## src/rtl/instr_fetch_unit.sv

```systemverilog
// ----------------------------------------------------------------------------
// instr_fetch_unit
//
// Fetch stage that sits in front of control_unit. It holds the program
// counter, fetches words from instruction memory over a req/ack handshake,
// buffers them in a small FIFO and hands them to decode with valid/ready.
// op/func are sliced from the FIFO head so they can feed control_unit directly.
// A branch/jump redirect flushes the FIFO and restarts fetching at the target.
//
// Optional feature macro: FETCH_PERF_CNT_EN
//   defined   -> fetch_count counts words delivered to decode and saturates
//                at 32'hFFFF_FFFF; it is cleared only by reset.
//   undefined -> fetch_count is tied to zero and no counter flops exist.
//
// Ports
//   clk          in   1       system clock, rising edge
//   rst_n        in   1       asynchronous active-low reset
//   imem_req     out  1       fetch request, held until imem_ack
//   imem_addr    out  ADDR_W  fetch address, stable while imem_req is high
//   imem_ack     in   1       request accepted, imem_rdata valid this cycle
//   imem_rdata   in   DATA_W  fetched word
//   redirect     in   1       branch/jump taken: flush and restart
//   redirect_pc  in   ADDR_W  new PC (bits [1:0] ignored)
//   instr_valid  out  1       FIFO head valid
//   instr_ready  in   1       decode accepts the head this cycle
//   instr        out  DATA_W  FIFO head word (0 when empty)
//   instr_pc     out  ADDR_W  PC of FIFO head (0 when empty)
//   op           out  6       instr[31:26]
//   func         out  6       instr[5:0]
//   fetch_count  out  32      words delivered to decode
// ----------------------------------------------------------------------------
module instr_fetch_unit #(
    parameter int                ADDR_W    = 32,
    parameter int                DATA_W    = 32,
    parameter logic [ADDR_W-1:0] RESET_PC  = 32'h0000_0000,
    parameter int                BUF_DEPTH = 2
) (
    input  logic              clk,
    input  logic              rst_n,
    output logic              imem_req,
    output logic [ADDR_W-1:0] imem_addr,
    input  logic              imem_ack,
    input  logic [DATA_W-1:0] imem_rdata,
    input  logic              redirect,
    input  logic [ADDR_W-1:0] redirect_pc,
    output logic              instr_valid,
    input  logic              instr_ready,
    output logic [DATA_W-1:0] instr,
    output logic [ADDR_W-1:0] instr_pc,
    output logic [5:0]        op,
    output logic [5:0]        func,
    output logic [31:0]       fetch_count
);

    localparam int PTR_W = (BUF_DEPTH > 1) ? $clog2(BUF_DEPTH) : 1;
    localparam int CNT_W = PTR_W + 1;
    localparam logic [CNT_W-1:0] DEPTH_C = CNT_W'(BUF_DEPTH);

    localparam logic [1:0] ST_IDLE = 2'd0;
    localparam logic [1:0] ST_REQ  = 2'd1;
    localparam logic [1:0] ST_DROP = 2'd2;

    logic [1:0]        state_q, state_d;
    logic [ADDR_W-1:0] pc_q, pc_d;
    logic [ADDR_W-1:0] drop_addr_q, drop_addr_d;
    logic [PTR_W-1:0]  wr_ptr_q, wr_ptr_d;
    logic [PTR_W-1:0]  rd_ptr_q, rd_ptr_d;
    logic [CNT_W-1:0]  count_q, count_d;
    logic [ADDR_W-1:0] mem_pc_q   [BUF_DEPTH];
    logic [ADDR_W-1:0] mem_pc_d   [BUF_DEPTH];
    logic [DATA_W-1:0] mem_data_q [BUF_DEPTH];
    logic [DATA_W-1:0] mem_data_d [BUF_DEPTH];

    logic              pop_s;
    logic              push_s;
    logic [CNT_W-1:0]  cnt_after_pop_s;
    logic [CNT_W-1:0]  cnt_after_push_s;
    logic [ADDR_W-1:0] redirect_tgt_s;
    logic [ADDR_W-1:0] pc_plus4_s;
    logic              unused_redirect_lsb_s;

    // Handshake decode and FIFO occupancy arithmetic shared by the FSM and FIFO.
    always_comb begin
        pop_s            = (count_q != {CNT_W{1'b0}}) && instr_ready;
        // Data is only kept from a live request that is not being redirected away.
        push_s           = (state_q == ST_REQ) && imem_ack && !redirect;
        cnt_after_pop_s  = count_q - {{PTR_W{1'b0}}, pop_s};
        cnt_after_push_s = cnt_after_pop_s + {{PTR_W{1'b0}}, push_s};
        redirect_tgt_s   = {redirect_pc[ADDR_W-1:2], 2'b00};
        pc_plus4_s       = pc_q + {{(ADDR_W-3){1'b0}}, 3'd4};
    end

    assign unused_redirect_lsb_s = ^redirect_pc[1:0];

    // Fetch FSM next state, PC update and the address held during a drop.
    always_comb begin
        state_d     = state_q;
        pc_d        = pc_q;
        drop_addr_d = drop_addr_q;
        if (redirect) begin
            pc_d = redirect_tgt_s;
            case (state_q)
                ST_REQ: begin
                    if (imem_ack) begin
                        state_d = ST_REQ;
                    end else begin
                        // The request is still outstanding at the old address;
                        // keep presenting it and throw its data away later.
                        state_d     = ST_DROP;
                        drop_addr_d = pc_q;
                    end
                end
                ST_DROP: begin
                    if (imem_ack) begin
                        state_d = ST_REQ;
                    end else begin
                        state_d = ST_DROP;
                    end
                end
                ST_IDLE: state_d = ST_REQ;
                default: state_d = ST_REQ;
            endcase
        end else begin
            case (state_q)
                ST_IDLE: begin
                    if (cnt_after_pop_s < DEPTH_C) begin
                        state_d = ST_REQ;
                    end else begin
                        state_d = ST_IDLE;
                    end
                end
                ST_REQ: begin
                    if (imem_ack) begin
                        pc_d = pc_plus4_s;
                        if (cnt_after_push_s < DEPTH_C) begin
                            state_d = ST_REQ;
                        end else begin
                            state_d = ST_IDLE;
                        end
                    end else begin
                        state_d = ST_REQ;
                    end
                end
                ST_DROP: begin
                    // pc already holds the redirect target; FIFO is empty here.
                    if (imem_ack) begin
                        state_d = ST_REQ;
                    end else begin
                        state_d = ST_DROP;
                    end
                end
                default: state_d = ST_IDLE;
            endcase
        end
    end

    // FIFO pointers, occupancy and storage next state; redirect flushes everything.
    always_comb begin
        wr_ptr_d = wr_ptr_q;
        rd_ptr_d = rd_ptr_q;
        count_d  = count_q;
        for (int i = 0; i < BUF_DEPTH; i++) begin
            mem_pc_d[i]   = mem_pc_q[i];
            mem_data_d[i] = mem_data_q[i];
        end
        if (redirect) begin
            wr_ptr_d = {PTR_W{1'b0}};
            rd_ptr_d = {PTR_W{1'b0}};
            count_d  = {CNT_W{1'b0}};
        end else begin
            if (push_s) begin
                mem_pc_d[wr_ptr_q]   = pc_q;
                mem_data_d[wr_ptr_q] = imem_rdata;
                wr_ptr_d             = wr_ptr_q + {{(PTR_W-1){1'b0}}, 1'b1};
            end else begin
                wr_ptr_d = wr_ptr_q;
            end
            if (pop_s) begin
                rd_ptr_d = rd_ptr_q + {{(PTR_W-1){1'b0}}, 1'b1};
            end else begin
                rd_ptr_d = rd_ptr_q;
            end
            count_d = cnt_after_push_s;
        end
    end

    // State, PC and FIFO registers.
    always_ff @(posedge clk or negedge rst_n) begin
        if (!rst_n) begin
            state_q     <= ST_IDLE;
            pc_q        <= RESET_PC;
            drop_addr_q <= {ADDR_W{1'b0}};
            wr_ptr_q    <= {PTR_W{1'b0}};
            rd_ptr_q    <= {PTR_W{1'b0}};
            count_q     <= {CNT_W{1'b0}};
            for (int i = 0; i < BUF_DEPTH; i++) begin
                mem_pc_q[i]   <= {ADDR_W{1'b0}};
                mem_data_q[i] <= {DATA_W{1'b0}};
            end
        end else begin
            state_q     <= state_d;
            pc_q        <= pc_d;
            drop_addr_q <= drop_addr_d;
            wr_ptr_q    <= wr_ptr_d;
            rd_ptr_q    <= rd_ptr_d;
            count_q     <= count_d;
            for (int i = 0; i < BUF_DEPTH; i++) begin
                mem_pc_q[i]   <= mem_pc_d[i];
                mem_data_q[i] <= mem_data_d[i];
            end
        end
    end

    // Outputs decoded directly from registers.
    always_comb begin
        imem_req    = (state_q == ST_REQ) || (state_q == ST_DROP);
        imem_addr   = (state_q == ST_DROP) ? drop_addr_q : pc_q;
        instr_valid = (count_q != {CNT_W{1'b0}});
        if (count_q != {CNT_W{1'b0}}) begin
            instr    = mem_data_q[rd_ptr_q];
            instr_pc = mem_pc_q[rd_ptr_q];
        end else begin
            instr    = {DATA_W{1'b0}};
            instr_pc = {ADDR_W{1'b0}};
        end
        op   = instr[31:26];
        func = instr[5:0];
    end

`ifdef FETCH_PERF_CNT_EN
    logic [31:0] fetch_count_q, fetch_count_d;

    // Delivered-word counter; a pop in a redirect cycle still counts.
    always_comb begin
        if (pop_s && (fetch_count_q != 32'hFFFF_FFFF)) begin
            fetch_count_d = fetch_count_q + 32'd1;
        end else begin
            fetch_count_d = fetch_count_q;
        end
    end

    // Counter register, cleared only by reset.
    always_ff @(posedge clk or negedge rst_n) begin
        if (!rst_n) begin
            fetch_count_q <= 32'h0000_0000;
        end else begin
            fetch_count_q <= fetch_count_d;
        end
    end

    assign fetch_count = fetch_count_q;
`else
    assign fetch_count = 32'h0000_0000;
`endif

endmodule

```

## config.mk

```make
export PLATFORM = sky130hd
export DESIGN_NAME = instr_fetch_unit
export DESIGN_NICKNAME = d
export VERILOG_FILES = /design/src/rtl/instr_fetch_unit.sv
export SDC_FILE = /design/constraint.sdc
export NUM_CORES = 1
export LEC_CHECK = 0
export ABC_AREA = 0
export CAP_MARGIN = 15
export CELL_PAD_IN_SITES_DETAIL_PLACEMENT = 0
export CELL_PAD_IN_SITES_GLOBAL_PLACEMENT = 1
export CORE_MARGIN = 2
export CORE_UTILIZATION = 38
export CTS_BUF_LIST = sky130_fd_sc_hd__clkbuf_4
export CTS_CLUSTER_DIAMETER = 150
export DETAILED_ROUTE_END_ITERATION = 12
export PLACE_DENSITY = 0.86
export SLEW_MARGIN = 20
export SYNTH_ARGS = -nofsm -noshare
export SYNTH_HDL_FRONTEND = slang
export SYNTH_SLANG_ARGS = --single-unit
```

## constraint.sdc

```tcl
create_clock -name clk -period 2.31 [get_ports clk]
set_input_delay 0.462 -clock clk [delete_from_list [all_inputs] [get_ports clk]]
set_output_delay 0.462 -clock clk [all_outputs]
set_load 0.005 [all_outputs]
```

* After elaboration in Yosys (flattened, before gate mapping)
Cells that the tools add are included.
** Storage, ports and cells
- Register bits :: 198
- Input port bits :: 69
- Output and inout bits :: 142
- Logic and storage cells :: 70
** Operators by class
- Add/sub/neg operators :: 5
- Magnitude comparators :: 5
- Equality and inequality tests :: 2
- Mux-type cells :: 28
- Bitwise logic cells :: 4
- Reductions and logical operators :: 16
** Operator list (count)
- 32-bit 2-to-1 mux :: 13
- 64-bit bitwise mux :: 2
- 32-bit by 3-bit adder with 32-bit output, second input constant :: 1
- 32-bit demux with 1-bit select :: 1
- 2-bit 2-to-1 mux :: 5
- 2-bit nonzero test :: 5
- 1-bit 2-to-1 mux :: 6
- 2-bit one-hot mux with 3 select lines :: 1
- 2-bit greater-or-equal comparator, second input constant :: 2
- 1-bit logical AND :: 4
- 2-bit < comparator, second input constant :: 2
- 1-bit inverter with 2-bit output :: 2
- 2-bit AND reduction :: 2
- 3-bit AND reduction :: 1
- 1-bit adder, second input constant :: 2
- 2-bit by 1-bit adder with 2-bit output :: 1
- 2-bit by 1-bit equality test with 1-bit output, second input constant :: 1
- 2-bit equality test, second input constant :: 1
- 2-bit zero test :: 1
- 2-bit by 1-bit < comparator with 1-bit output, second input constant :: 1
- 1-bit inverter :: 2
- 2-bit OR reduction :: 1
- 2-bit by 1-bit subtractor with 2-bit output :: 1
- 1-bit zero test :: 1
- 1-bit logical OR :: 1

* Depth between registers and ports, before layout
Gate-level depths: netlist of the first run.
- Word-level depth :: 9
- Gate-level depth with buffers :: 11
- Depth with buffers taken out :: 11

* Worst setup path after synthesis of the first run
OpenSTA, ideal clock, no wires.
- Kind :: flip-flop to flip-flop
- From :: register count_q[0]
- To :: register state_q[0]
- Arrival time :: 1.957 ns
- Data required time :: 2.178 ns
- Slack :: 0.221 ns
- Cell stages (with the launch flop) :: 12
- Buffers on the path :: 0
- Period minus slack after synthesis :: 2.089 ns
- Cells stage by stage :: dfrtp_1 nor2_1 inv_1 and2_1 ha_1 inv_1 ha_1 inv_1 a21oi_1 nor2_1 a221oi_1 o31ai_1
** Between the ends
- Cells in the longest elaborated chain, start to end :: 9
- Elaborated cells between the ends (all ways) :: 11
- Classes of those cells :: 2 x add/sub; 2 x order compare; 5 x mux; 2 x reduce/logical
** RTL lines
- start: declaration :: line 68 : logic [CNT_W-1:0] count_q, count_d;
- start signal: assignment :: line 195 : count_q <= {CNT_W{1'b0}};
- start signal: assignment :: line 206 : count_q <= count_d;
- 2-bit nonzero test *
- net instr_valid :: line 46 : output logic instr_valid,
- 1-bit logical AND * :: line 84 : pop_s = (count_q != {CNT_W{1'b0}}) && instr_ready;
- 2-bit by 1-bit subtractor with 2-bit output * :: line 87 : cnt_after_pop_s = count_q - {{PTR_W{1'b0}}, pop_s};
- 2-bit by 1-bit adder with 2-bit output :: line 88 : cnt_after_push_s = cnt_after_pop_s + {{PTR_W{1'b0}}, push_s};
- 2-bit < comparator :: line 135 : if (cnt_after_push_s < DEPTH_C) begin
- 1-bit 2-to-1 mux :: line 135
- 2-bit 2-to-1 mux :: line 133 : if (imem_ack) begin
- 2-bit one-hot mux with 3 select lines * :: line 124 : case (state_q)
- 2-bit 2-to-1 mux * :: line 100 : if (redirect) begin
- net state_d[0] :: line 63 : logic [1:0] state_q, state_d;
- end signal: assignment :: line 201 : state_q <= state_d;
- end: declaration :: line 63
Mark *: on every way through the listed nets, which the timed path passes. The rest lies on a longest branch.
A chain may end at the register's enable or synchronous reset.

* Worst setup path in the final report of the first run
- From :: register state_q[0]
- To :: output imem_addr[10]
** Between the ends
- Cells in the longest elaborated chain, start to end :: 2
** RTL lines
- 2-bit equality test :: line 217 : imem_addr = (state_q == ST_DROP) ? drop_addr_q : pc_q;
- 32-bit 2-to-1 mux :: line 217
- end: declaration :: line 41 : output logic [ADDR_W-1:0] imem_addr,
Every way passes these cells.

==> results of run 1 <==
==> metal layers <==
metal  vias to the layer above  track usage, %
met1                      3251            24.7
met2                       150            30.9
li1                       3062               -
met5                         -               0
met3                        11            3.40
met4                         0            3.78
==> final cells by class <==
| type | instances | area, um2 |
|---|---|---|
| Antenna cell | 1 | 2.50 |
| Clock buffer | 17 | 128 |
| Clock inverter | 15 | 156 |
| Fill cell | 2237 | 12000 |
| Inverter | 11 | 41.3 |
| Multi-Input combinational cell | 531 | 4430 |
| Sequential cell | 190 | 4760 |
| Tap cell | 324 | 405 |
| Timing Repair Buffer | 251 | 2440 |
==> kinds of logic (layout without fill, tap and decap cells) <==
group / count (synthesis) / in the layout
multiplexers: 238 / 238
buffers and inverters: 111 / 294
XOR/XNOR: 33 / 33
other: 1 / 37
flip-flops: 190 / 190
AND/OR/NAND/NOR: 173 / 173
adder cells (fa/ha/maj): 7 / 7
AO/OA/AOI/OAI: 44 / 44
==> cells in the mapped netlist (2+ instances only) <==
cell	instances
buf_2	23
clkbuf_1	20
buf_4	50
xor2_1	8
o21ai_0	21
nor4_1	3
and2_1	2
xnor2_1	25
o21ai_1	19
nand4_1	4
nor2_1	73
nor4_2	3
mux2i_1	63
a21oi_1	2
inv_1	11
nor3_2	3
clkbuf_2	2
nand3_1	9
and4_1	2
mux2_2	126
mux2_1	49
nand4_2	2
nor3_1	9
dfrtp_1	190
nand2_1	51
and3_1	4
buf_1	4
ha_1	7
==> power by group through the flow <==
stage          logic, uW  registers [uW]  clock network (uW)
6_report            5720            5470                1860
3_5_place_dp        5400            5470                   0
4_1_cts             5840            5430                1930
3_3_place_gp        5310            5380                   0
2_1_floorplan       3160            5220                   0
5_1_grt             6250            5660                2050
==> path summary, 6_finish.rpt <==
path | from | to | slack [ps]
max in group asynchronous | rst_n | mem_pc_q[57] | 1270
min | rst_n | drop_addr_q[16] | 360
max reg2reg | state_q[0] | mem_data_q[29] | 180
min reg2reg | mem_pc_q[30] | mem_pc_q[30] | 500
max | state_q[0] | imem_addr[10] | -160
min in group clk | redirect | pc_q[7] | 380
==> state kept, by name, indices dropped and copies added, names as in the netlist <==
| register | cells |
|---|---|
| mem_data_q | 64 |
| mem_pc_q | 60 |
| drop_addr_q | 30 |
| pc_q | 30 |
| count_q | 2 |
| state_q | 2 |
| rd_ptr_q | 1 |
| wr_ptr_q | 1 |
==> stage by stage <==
stage | utilization (%) | setup slack, ps | power [uW]
5_1_grt | 50.7 | -270 | 14000
2_1_floorplan | - | 221 | 8380
3_3_place_gp | 47.4 | 38.2 | 10700
6_report | 50.7 | -155 | 13100
4_1_cts | 50.8 | -233 | 13200
3_5_place_dp | 47.4 | 1.17 | 10900
==> what timing repair did <==
action	4_1_cts	5_1_grt
hold buffers	1	0
buffers inserted	38	6
resized for setup	524	29
gates cloned	10	0
hold endpoints to repair	39	0
setup endpoints to repair	105	104
pin swaps	30	29
==> impl_metrics.py, run 1 <==
metrics = {
    "logic_synthesis": {
        "synth_area_mm2": 0.00945,
        "yosysTopAreaCell": "dfrtp_1",
        "synth_top_family_by_area": "multiplexers",
        "muxShareOfSynthArea_pct": 27.5,
        "async_reset_ff_share_pct": 100,
        "synth_area_leaders": "dfrtp_1, mux2_2, mux2i_1",
        "yosysWarnings": 0,
        "synth_top_area_share_pct": 50.3,
        "synth_ff_type": "dfrtp_1",
        "ys_seq_elements": 190,
        "synth_edf_count": 0,
        "syn-mean-instance-area_um2": 11.9,
        "synthXorXnorAreaFrac_pct": 3.06,
        "ys_types": 40,
        "yosys.area_share.simple_pct": 8.94,
        "syn_inst": 797,
        "synth_compound_area_share_pct": 2.40,
        "seq_area_frac_synth_pct": 50.3,
        "synth_fa_ha_area_share_pct": 0.927,
    },
    "worst_setup_path": {
        "path_max_fanout": 5,
        "crit_slowest_cell": "dfrtp_1",
        "cp_top_family": "buffers and inverters",
        "cp_common_cell": "buf_6",
        "path_cells": "inv_2 -> ha_4 -> buf_6 -> buf_8 -> mux2_4 -> buf_6",
        "reg2reg_depth": 8,
        "critical_path_buf_inv_count": 4,
        "cp.depth": 6,
        "critPathRequiredTime_ps": 1850,
        "startpoint_type": "flop",
        "critPathArrivalTime_ps": 2000,
        "critical_path_class": "flop to primary output",
        "slowest_delay_ps": 440,
        "worstSetupEndpointType": "primary output",
    },
    "cts": {
        "cts_root_buf": "clkbuf_4",
        "cts_buffers": 17,
        "clock_latency_ps": 580,
        "clkTransAtPathRegs_ps": 170,
        "clkSinkCount": 190,
        "clockBufferDepth": 2,
        "htreeDepth": 4,
        "cts_tree": "done",
    },
    "sta": {
        "hold_slack_ps": 363,
        "setup_viol_count_final": 81,
        "final.setup.worst_slack_ps": -155,
        "fin_skew_ps": 23.2,
        "fin_crit_sh_pct": 107,
        "hold_violations": 0,
        "rsz0062_at_grt": "yes",
        "period_needed_ps": 2470,
        "clock.fmax_ghz": 0.406,
        "drv_slew": 0,
        "finalSetupTns_ps": -5910,
    },
    "detailed_routing": {
        "first_pass_iters": 4,
        "ant_nets": 0,
        "route.detailed.wl_per_inst_um": 17.4,
        "routed_wl_mm": 23.3,
        "drtIter0Drc": 280,
        "viasPerCell": 4.83,
        "top_layer_used": "met4",
        "wl_met2_mm": 11.5,
        "num_vias": 6474,
        "dr_wl_met3_um": 910,
        "wirelength_met1_mm": 10.7,
        "drc": 0,
    },
    "run": {
        "maxCapViolCount": 0,
    },
    "final_layout": {
        "syn_to_final_growth_pct": 30.8,
        "final_common_cell": "dfrtp_1",
        "drive_gt1_share_pct": 37.2,
        "stdcell_count": 1340,
        "layout_common_cells": "dfrtp_1, mux2_2, buf_2",
        "design_area_mm2": 0.0124,
        "nets": 1078,
    },
    "floorplan": {
        "die-height_um": 162,
        "io_pins": 211,
        "die_w_um": 162,
        "coreArea_mm2": 0.0244,
        "initial_core_util_pct": 38.7,
        "num_rows": 57,
        "die_area_mm2": 0.0261,
    },
    "hold_path": {
        "hold_class": "input pin to async pin",
    },
    "power": {
        "p_switching_uw": 4430,
        "switching_share_pct": 34.0,
        "power_leakage_uw": 0.00564,
        "clock_power_share_pct": 14.3,
        "vdd_drop_max_uv": 618,
        "pwr-share-seq_pct": 41.9,
        "powerDensity_mw_per_mm2": 1060,
        "p_int_uw": 8620,
        "combPwrFrac_pct": 43.9,
    },
    "placed_design": {
        "place_inst": 1263,
        "hpwlAfterDp_mm": 14.7,
        "port_buffers": 172,
        "gp_congestion": 0.742,
        "place_area_mm2": 0.0116,
    },
    "run_status": {
        "status": "finished with violations",
        "failed_checks": "setup timing",
    },
    "global_route": {
        "grt_max_degree": 64,
        "grt-ovfl-total": 0,
        "antenna_found_initial": 1,
        "track_usage_pct": 18.3,
        "grt_pass1_vias": 6695,
        "grt_pass1_wl_mm": 37.1,
    },
}
No activity file was read; power rests on OpenSTA's default activity.
==> run 2: changes to the inputs <==
--- a/config.mk
+++ b/config.mk
@@ -6,7 +6,7 @@
 export NUM_CORES = 1
 export LEC_CHECK = 0
 export ABC_AREA = 0
-export CAP_MARGIN = 15
+export CAP_MARGIN = 5
 export CELL_PAD_IN_SITES_DETAIL_PLACEMENT = 0
 export CELL_PAD_IN_SITES_GLOBAL_PLACEMENT = 1
 export CORE_MARGIN = 2
@@ -15,7 +15,6 @@
 export CTS_CLUSTER_DIAMETER = 150
 export DETAILED_ROUTE_END_ITERATION = 12
 export PLACE_DENSITY = 0.86
-export SLEW_MARGIN = 20
 export SYNTH_ARGS = -nofsm -noshare
 export SYNTH_HDL_FRONTEND = slang
 export SYNTH_SLANG_ARGS = --single-unit
==> results of run 2 <==
The final DEF is identical to that of run 1; final timing and power are the same.
==> variant: new RTL, settings of run 2 <==
Change the parameter `BUF_DEPTH` from 2 to 4.
--- a/src/rtl/instr_fetch_unit.sv
+++ b/src/rtl/instr_fetch_unit.sv
@@ -35,3 +35,3 @@
     parameter logic [ADDR_W-1:0] RESET_PC  = 32'h0000_0000,
-    parameter int                BUF_DEPTH = 2
+    parameter int                BUF_DEPTH = 4
 ) (
Check against the original RTL: not equivalent (Yosys sat finds a counterexample within 4 cycles, from zero or initial values and one cycle with rst_n low).
==> variant against run 2 <==
- the flow still finishes with violations (negative setup slack)
- routed wire length rose by 69%
- hold slack got worse by 0.075 ns
- power rose by 87%
- die area rose by 60%
- non-clock buffer count rose by 74
- area after synthesis rose by 62%
- worst setup slack got worse by 0.46 ns
- sequential cell count rose by 127
- sequential power rose by 58%
- clock skew rose by 0.029 ns
- via count rose by 58%
- combinational power rose by 87%
- final area rose by 63%
- largest cell class unchanged
- largest power group unchanged
- highest routed layer is now met5
==> variant: results (changes against run 2) <==
- Routed length per placed instance: 19.6 microns (+13%)
- Post-synthesis area per instance: 13.9 sq um (+17%)
- H-tree levels: 3 (-1)
- Register share of total power: 35.4% (-6.5 points)
- Adder-cell share of the synthesized area: 1.06% (+0.14 points)
- Number of flip-flops and latches in the synthesized netlist: 317 (+67%)
- Sequential element share of the synthesized area: 51.9% (+1.6 points)
- Fraction of cell area in non-clock buffers: 16.5% (-3.3 points)
- Non-CTS buffers: 325 (+29%)
- Post-cts resize count: 332 (-37%)
- Total CTS buffers: 88 (+71)
- Outcome: complete, but fails checks
- Post-Place Setup Slack: -0.161 ns (-0.162 ns)
- Largest clock skew in the final design: 0.0526 ns (+0.0295 ns)
- Worst Setup Slack, final: -0.616 ns (-0.461 ns)
- Largest net degree at the start of global routing: 72 (+13%)
- Number of distinct standard cells referenced by the synthesized netlist: 44 (+10%)
- Via count of the first global-routing pass: 10900 (+63%)
- Post-CTS setup buffer count: 36 (-5.3%)
- Instance count of the mapped netlist: 1103 (+38%)
- Number of multi-input logic gates: 671 (+26%)
- Cell Area, Placed: 0.0179 sq mm (+54%)
- Clk_lat worst skew: 0.75 ns (+0.17 ns)
- Vias: 10200 (+58%)
- Leading cell types by total area after synthesis: dfrtp_1 52%, mux2_2 23%, mux4_2 9.1%
- Multi-input gate share of total cell area: 35.1% (-0.69 points)
- Leakage power: 9.42 nW (+67%)
- Xor/xnor share of the synthesized area: 0.973% (-2.1 points)
- Fin cells: 2002 (+49%)
- Largest registers: mem_data_q: 128 flops, mem_pc_q: 120 flops
- Largest buffer count on any clock path: 3 (+1)
- CP max stage delay: 0.58 ns (+0.14 ns)
- Non-clock inverter count in the final layout: 13 (+2)
- Detailed placement HPWL: 23800 microns (+62%)
- Gpl congestion: 0.783 (+5.4%)
- First-pass GRT wire length: 59800 microns (+61%)
- Fraction of final layout cells sized beyond drive strength 1: 57.5% (+20 points)
- Power share of the combinational group: 44.0% (about the same)
- Clock Network Area Fraction: 5.43% (+3.1 points)
- Reg-to-reg critical path startpoint: state_q[1]$_DFF_PN0_
- Critical-path top delay cell: dfrtp_4
- Violations in the final reports: negative setup slack
- Crit Path Max Fanout: 8 (+3)
- Number of clock buffers in the layout: 132 (+115)
- Flip-flop and latch share of the layout cell area: 39.4% (+0.92 points)
- Final setup violation count: 106 (+31%)
-- variant: changes by cell type after synthesis, sizes merged, moves of 18 or more --
cell | run 2 | this run
mux2i | 63 | 2
mux2 | 175 | 306
and2 | 2 | 63
buf | 78 | 98
mux4 | 0 | 62
dfrtp | 190 | 317
nor2 | 73 | 20
clkbuf | 22 | 40
o21ai | 40 | 21
-- variant: metal layers --
metal,routed length (microns),global-route usage (%)
met1,17200,24.4
met4,583,6.24
met5,13,0
met2,19100,30.0
met3,2390,4.68
-- variant: path summary, 6_finish.rpt --
check,to,slack [ns],cells past startpoint
worst max-delay path,instr_pc[30],-0.62,5
worst min-delay path,mem_data_q[104]$_DFFE_PN0P_,0.29,2
worst max register to register,pc_q[15]$_DFFE_PN0P_,-0.06,9
worst min register to register,mem_data_q[15]$_DFFE_PN0P_,0.50,1
max in group asynchronous,mem_pc_q[20]$_DFFE_PN0P_,1.21,3
min in group clk,pc_q[25]$_DFFE_PN0P_,0.30,3
